<file path="config.mk">
export PLATFORM = sky130hd
export DESIGN_NAME = uart_alu_sequencer
export DESIGN_NICKNAME = d
export VERILOG_FILES = /design/src/rtl/uart_alu_sequencer.sv
export SDC_FILE = /design/constraint.sdc
export NUM_CORES = 1
export LEC_CHECK = 0
export BUFFER_PORTS_ARGS = -buffer_cell sky130_fd_sc_hd__buf_2
export CORE_AREA = 3 3 69 71
export CTS_BUF_LIST = sky130_fd_sc_hd__clkbuf_4 sky130_fd_sc_hd__clkbuf_8 sky130_fd_sc_hd__clkbuf_16
export CTS_CLUSTER_SIZE = 12
export DETAILED_ROUTE_END_ITERATION = 8
export DIE_AREA = 0 0 72 74
export HOLD_SLACK_MARGIN = 0.12
export PLACE_DENSITY = 0.87
export SLEW_MARGIN = 20
export SYNTH_ARGS = -nofsm -noshare
export SYNTH_HDL_FRONTEND = slang
export SYNTH_SLANG_ARGS = --single-unit
</file>
<file path="constraint.sdc">
create_clock -name clk -period 1.7 [get_ports clk]
set_input_delay 0.085 -clock clk [delete_from_list [all_inputs] [get_ports clk]]
set_output_delay 0.085 -clock clk [all_outputs]
set_load 0.05 [all_outputs]
</file>
<file path="src/rtl/uart_alu_sequencer.sv">
// Frame sequencer between a UART and a combinational ALU.
// Collects A, B, OPCODE bytes, launches the ALU result back out.
module uart_alu_sequencer #(
    parameter int LEN_DATA       = 8,
    parameter int TIMEOUT_CYCLES = 50000
) (
    input  logic                clk,
    input  logic                reset,
    input  logic                rx_done_tick,
    input  logic [LEN_DATA-1:0] rx_data_in,
    input  logic                tx_done_tick,
    input  logic [LEN_DATA-1:0] alu_data_in,
    output logic [LEN_DATA-1:0] A,
    output logic [LEN_DATA-1:0] B,
    output logic [5:0]          OPCODE,
    output logic [LEN_DATA-1:0] data_out,
    output logic                tx_start,
    output logic                busy,
    output logic                frame_error,
    output logic                timeout
);

    localparam int CNT_W =
        (TIMEOUT_CYCLES > 1) ? $clog2(TIMEOUT_CYCLES) : 1;
    localparam logic [CNT_W-1:0] CNT_MAX = CNT_W'(TIMEOUT_CYCLES - 1);

    typedef enum logic [2:0] {
        WAIT_A,
        WAIT_B,
        WAIT_OP,
        EXEC,
        SEND,
        WAIT_TX
    } state_t;

    state_t              state_q, state_d;
    logic [LEN_DATA-1:0] a_q, a_d;
    logic [LEN_DATA-1:0] b_q, b_d;
    logic [5:0]          op_q, op_d;
    logic [LEN_DATA-1:0] dout_q, dout_d;
    logic [CNT_W-1:0]    cnt_q, cnt_d;
    logic                tx_start_q, tx_start_d;
    logic                busy_q, busy_d;
    logic                ferr_q, ferr_d;
    logic                tout_q, tout_d;
    logic                op_bad;
    logic                cnt_full;

    assign op_bad   = |rx_data_in[LEN_DATA-1:6];
    assign cnt_full = (cnt_q == CNT_MAX);

    always_comb begin
        state_d    = state_q;
        a_d        = a_q;
        b_d        = b_q;
        op_d       = op_q;
        dout_d     = dout_q;
        cnt_d      = '0;
        tx_start_d = 1'b0;
        ferr_d     = 1'b0;
        tout_d     = 1'b0;
        unique case (state_q)
            WAIT_A: begin
                if (rx_done_tick) begin
                    a_d     = rx_data_in;
                    state_d = WAIT_B;
                end
            end
            WAIT_B: begin
                // A byte arriving on the last allowed cycle beats the timeout
                if (rx_done_tick) begin
                    b_d     = rx_data_in;
                    state_d = WAIT_OP;
                end else if (cnt_full) begin
                    tout_d  = 1'b1;
                    state_d = WAIT_A;
                end else begin
                    cnt_d = cnt_q + CNT_W'(1);
                end
            end
            WAIT_OP: begin
                if (rx_done_tick) begin
                    if (op_bad) begin
                        ferr_d  = 1'b1;
                        state_d = WAIT_A;
                    end else begin
                        op_d    = rx_data_in[5:0];
                        state_d = EXEC;
                    end
                end else if (cnt_full) begin
                    tout_d  = 1'b1;
                    state_d = WAIT_A;
                end else begin
                    cnt_d = cnt_q + CNT_W'(1);
                end
            end
            EXEC: begin
                dout_d  = alu_data_in;
                state_d = SEND;
            end
            SEND: begin
                tx_start_d = 1'b1;
                state_d    = WAIT_TX;
            end
            WAIT_TX: begin
                if (tx_done_tick) begin
                    state_d = WAIT_A;
                end
            end
            default: begin
                state_d = WAIT_A;
            end
        endcase
        busy_d = (state_d != WAIT_A);
    end

    always_ff @(posedge clk) begin
        if (!reset) begin
            state_q    <= WAIT_A;
            a_q        <= '0;
            b_q        <= '0;
            op_q       <= '0;
            dout_q     <= '0;
            cnt_q      <= '0;
            tx_start_q <= 1'b0;
            busy_q     <= 1'b0;
            ferr_q     <= 1'b0;
            tout_q     <= 1'b0;
        end else begin
            state_q    <= state_d;
            a_q        <= a_d;
            b_q        <= b_d;
            op_q       <= op_d;
            dout_q     <= dout_d;
            cnt_q      <= cnt_d;
            tx_start_q <= tx_start_d;
            busy_q     <= busy_d;
            ferr_q     <= ferr_d;
            tout_q     <= tout_d;
        end
    end

    assign A           = a_q;
    assign B           = b_q;
    assign OPCODE      = op_q;
    assign data_out    = dout_q;
    assign tx_start    = tx_start_q;
    assign busy        = busy_q;
    assign frame_error = ferr_q;
    assign timeout     = tout_q;

endmodule

</file>
==> metrics.csv, run 1 <==
metric,value,unit
GPL Wtd Cong,0.851,
Yosys reg bits,53,
crit path launch type,flop,
Die H,74,um
post-synth cell types,41,
P_leak,1.19,nW
CTS tree,yes,
"Core Util, Final",65.8,%
Post-Route WL,4830,um
top-level I/O count,54,
Worst-path clk slew,0.08,ns
Power Density,831,nW/um^2
DRT iter0 DRCs,84,
H-Tree Depth,2,
clock latency on the worst-skew pair,0.30,ns
WL/cell,13.1,um
GR Util All Layers,18.2,%
Nets,337,
synthesized area,2180,um^2
total grt overflow,0,
Max Slew Vio Count,0,
Root Driver,clkbuf_8,
WS Path Type,flop to flop,
DP Area,2530,um^2
hpwl dp,3240,um
Critical Path End Type,flop,
largest net degree at the start of global routing,35,
global-route wire length before repair,7630,um
clk buf depth,2,
Least-Margin Pin Slew,0.346,ns
Worst Path Max Fanout,7,
max_slew headroom,76.6,%
DR DRC count,0,
port bufs,53,
DIE WIDTH,72,um
Syn Inst Count,236,
period utilisation layout,93.2,%
row count,24,
Ant. Diodes,0,
First-pass DRT Iterations,4,
Worst EP required,1.89,ns
sequential standard cell area,1060,um^2
number of global-route vias before repair,1700,
CORE AREA,4290,um^2
Tmin final,1.58,ns
routed vias/inst,5.01,
Final Hold Fails,0,
Syn Area/Cell,9.23,um^2
Synth area leaders,"dfxtp_1, nand2_1, mux2i_1, a21boi_0, nor2b_1",
area of the multi-input gates,1090,um^2
share of cells above drive strength 1,26.8,%
Final Power,2.35,mW
most frequent cells in the layout,"dfxtp_1, buf_2, nand2_1",
Fillers,346,
Area Overhead vs Synth,29.8,%
hold path cells,3,
Setup Viol. Count Final,0,
Hold Path Class,input port to flop,
Yosys warnings,0,
"Arr. time, crit path",1.77,ns
status,finished clean,
DRT antenna net count,0,
Setup Skew,0.00797,ns
cell taking the most area after synthesis,dfxtp_1,
f_max,631,MHz
initial antenna violation count,0,
die area,5330,um^2
Synthesized Nets,257,
Initial Utilization,50.7,%
final instance area,2830,um^2
maximum vdd drop,0.380,mV
max_cap viols,0,
Via Count,1850,
reg2reg path depth,7,
Clock Sinks,53,
CTS Buf Count,5,
Yosys top cell area share,48.7,%
sequential share of the synthesized area,48.7,%
## worst max-delay path, cell delays in order (launching register included)
cell and delay [ns]:
dfxtp_1 0.35, ha_1 0.19, nand3_1 0.22, nand4b_1 0.29, buf_4 0.20, buf_4 0.13, nand2_1 0.05, a21oi_1 0.05
## final timing paths
| check | endpoint | slack [ns] | startpoint |
|---|---|---|---|
| max | state_q[1] | 0.12 | cnt_q[0] |
| min | state_q[1] | 0.14 | reset |
| max reg2reg | state_q[1] | 0.12 | cnt_q[0] |
| min reg2reg | cnt_q[0] | 0.45 | cnt_q[0] |
## power breakdown
| group | internal [mW] | switching, mW |
|---|---|---|
| clock network | 0.324 | 0.378 |
| logic | 0.122 | 0.225 |
| registers | 1.28 | 0.0222 |
| total | 1.72 | 0.626 |
## flip-flops by register name, summed over array words and instances (netlist names)
signal / cells
OPCODE: 6
B: 8
cnt_q: 16
state_q: 3
tx_start: 1
busy: 1
A: 8
timeout: 1
frame_error: 1
data_out: 8
## cell usage after synthesis, drive strengths merged
cell type	number
dfxtp	53
nand2	43
nor2	23
a21boi	16
nor2b	15
mux2i	14
xnor2	7
clkbuf	6
nand2b	5
nor3	5
o21ai	5
xor2	5
nand3	4
nand4	4
a21oi	3
and3	3
nor4	3
or2	3
buf	2
inv	2
nor4bb	2
a211o	1
a21bo	1
and4	1
ha	1
nand3b	1
nand4b	1
nor4b	1
o211ai	1
o21a	1
o311ai	1
o31ai	1
or3	1
or4	1
## routing by layer
layer  global-route usage, %  share of wire, %
met5                       0                 0
met4                    7.52              0.87
met3                    3.11               5.2
met2                    33.2                52
met1                    21.3                42
## timing repair
| item | CTS | global route |
|---|---|---|
| setup buffers | 0 | 3 |
| setup endpoints to repair | 0 | 16 |
| gates resized for setup | 0 | 1 |
| hold buffers | 17 | 0 |
| hold endpoints to repair | 30 | 0 |
## final cells by class
cell class / instances / area share, %
clock inverter: 1 / 0.266
timing repair buffer: 80 / 18.1
multi-input combinational: 174 / 38.6
clock buffer: 7 / 2.97
sequential: 53 / 37.5
tap: 52 / 2.30
inverter: 2 / 0.266
## stage by stage
stage	hold WS [ns]	setup slack [ns]	std cells	setup TNS, ns
finish	0.136	0.116	369	0
global route	0.160	-0.0122	369	-0.0122
CTS	0.122	0.0971	365	0
detailed placement	0.347	0.102	340	0
global placement	0.338	0.166	340	0
floorplan	0.192	0.150	236	0
## cells by family after synthesis
family	share of synthesized area [%]
AOI/OAI and AO/OA	9.82
adders and majority gates	0.574
buffers and inverters	1.90
DFF	48.7
xor gates and xnor gates	4.82
muxes	6.43
and+or+nand+nor	27.7
(Power assumes the default switching activity.)
==> inputs of run 2 (changes only) <==
Settings changed: CORE_AREA 3 3 69 71 to 3 3 67 69, DIE_AREA 0 0 72 74 to 0 0 70 72, PLACE_DENSITY 0.87 to 0.91.
Clock period 1.7 ns to 1.9 ns, I/O delays scaled along.
==> metrics.csv, run 2 (synthesis results as in run 1) <==
metric,value,unit,change
status,finished clean,,unchanged
Final Hold Fails,0,,unchanged
Worst EP required,2.10,ns,was 1.89 ns
DR DRC count,0,,unchanged
Nets,330,,was 337
Clk network pwr share,31.1,%,was 29.9%
routed vias/inst,5.09,,was 5.01
Max stage delay on crit path,0.40,ns,was 0.35 ns
largest net degree at the start of global routing,35,,unchanged
max_slew headroom,59.7,%,was 76.6%
"worst slack, placed",0.305,ns,was 0.102 ns
WHS,0.230,ns,was 0.136 ns
max_cap viols,0,,unchanged
Root Driver,clkbuf_8,,unchanged
Worst Path Max Fanout,15,,was 7
global-route wire length before repair,8060,um,was 7630 um
total grt overflow,0,,unchanged
Setup Skew,0.00870,ns,was 0.00797 ns
hpwl dp,3250,um,was 3240 um
sequential power share,54.7,%,was 55.3%
WL/cell,13.4,um,was 13.1 um
WS Path Type,flop to flop,,unchanged
Critical Path End Type,flop,,unchanged
PnR worst setup slack,0.281,ns,was 0.116 ns
number of global-route vias before repair,1759,,was 1700
Psw,0.611,mW,was 0.626 mW
Post-Layout Cell Count,360,,was 369
Ant. Diodes,0,,unchanged
top-level I/O count,54,,unchanged
First-pass DRT Iterations,4,,unchanged
combinational share of power,14.2,%,was 14.8%
Switching Fraction,28.7,%,was 26.6%
crit path launch type,flop,,unchanged
share of cells above drive strength 1,24.5,%,was 26.8%
Die H,72,um,was 74 um
"Core Util, Final",69.8,%,was 65.8%
GPL Wtd Cong,0.771,,was 0.851
H-Tree Depth,2,,unchanged
clock latency on the worst-skew pair,0.31,ns,was 0.30 ns
initial antenna violation count,0,,unchanged
P_leak,1.16,nW,was 1.19 nW
Via Count,1832,,was 1850
Critical path origin,cnt_q[0],,unchanged
Area Overhead vs Synth,27.2,%,was 29.8%
Least-Margin Pin Slew,0.603,ns,was 0.346 ns
port bufs,53,,unchanged
Initial Utilization,54.9,%,was 50.7%
Crit-path slowest cell,nand4b_1,,was dfxtp_1
DIE WIDTH,70,um,was 72 um
cell count after placement,334,,was 340
row count,23,,was 24
final instance area,2770,um^2,was 2830 um^2
most frequent cells in the layout,"dfxtp_1, buf_2, nand2_1",,unchanged
Tmin final,1.62,ns,was 1.58 ns
Worst-path clk slew,0.10,ns,was 0.08 ns
DP Area,2490,um^2,was 2530 um^2
Setup TNS Final,0,ns,unchanged
largest register by flop count,cnt_q,,unchanged
CORE AREA,3970,um^2,was 4290 um^2
Max Slew Vio Count,0,,unchanged
clk buf depth,2,,unchanged
Clock Sinks,53,,unchanged
max reg flops,16,,unchanged
DRT iter0 DRCs,76,,was 84
GR Util All Layers,19.7,%,was 18.2%
reg2reg start,cnt_q[0],,unchanged
Setup Viol. Count Final,0,,unchanged
Post-Route WL,4820,um,was 4830 um
Hold Startpoint,tx_done_tick,,was reset
f_max,618,MHz,was 631 MHz
"Arr. time, crit path",1.82,ns,was 1.77 ns
Hold Path Class,input port to flop,,unchanged
DRT antenna net count,0,,unchanged
CTS tree,yes,,unchanged
CTS Buf Count,5,,unchanged
die area,5040,um^2,was 5330 um^2
post-CTS setup buffer count,0,,unchanged
maximum vdd drop,0.393,mV,was 0.380 mV
period utilisation layout,85.2,%,was 93.2%
RSZ-0062 raised after global routing,false,,
Final Power,2.13,mW,was 2.35 mW
CP cell instances,ha_1 > nand3_1 > nand4b_1 > nand2b_4 > nor2_1,,was ha_1 > nand3_1 > nand4b_1 > buf_4 > buf_4 > nand2_1 > a21oi_1
Power Density,768,nW/um^2,was 831 nW/um^2
Int Power,1.52,mW,was 1.72 mW
## run 2: cell count changes in the layout (fill, tap and decap cells not counted), sizes merged
cell and delta:
clkbuf -2, dlygate4sd3 +1, nand2b -1, buf -7, inv +1, clkinvlp +1
## run 2: worst paths after layout
kind	end	slack, ns	cells past startpoint
setup / recovery	cnt_q[8]	0.28	5
setup reg to reg	cnt_q[8]	0.28	5
hold / removal	state_q[2]	0.23	5
hold reg to reg	cnt_q[0]	0.45	1
## run 2: layout make-up
cell class	count	area, um^2
fill	304	1200
multi-input combinational	173	1080
sequential	53	1060
timing repair buffer	74	468
clock buffer	5	68.8
tap	50	62.6
clock inverter	3	26.3
inverter	2	7.51
## run 2: repair_timing
action / 4_1_cts / 5_1_grt
hold buffers: 18 / 0
setup endpoints to repair: 0 / 0
hold endpoints to repair: 30 / 0
gates resized for setup: 0 / 0
## run 2: critical path: cells and delay by family, from the launching register on
family,cells,cell delay [ns]
fa+ha+maj,1,0.19
flops,1,0.36
simple gates,4,0.97
## run 2: layer usage
layer | routed length (um) | track usage, % | up-vias | part of all wire, %
li1 | - | - | 938 | -
met1 | 2110 | 23.0 | 841 | 44
met2 | 2440 | 35.9 | 44 | 51
met3 | 189 | 3.88 | 9 | 3.9
met4 | 80 | 7.23 | 0 | 1.7
met5 | 0 | 0 | - | 0
## run 2: power by group through the flow
stage	Sequential [mW]	Combinational (mW)	Clock [mW]
floorplan	1.28	0.0980	0
global placement	1.19	0.268	0
detailed placement	1.19	0.272	0
CTS	1.16	0.301	0.686
global route	1.17	0.325	0.717
finish	1.16	0.303	0.662
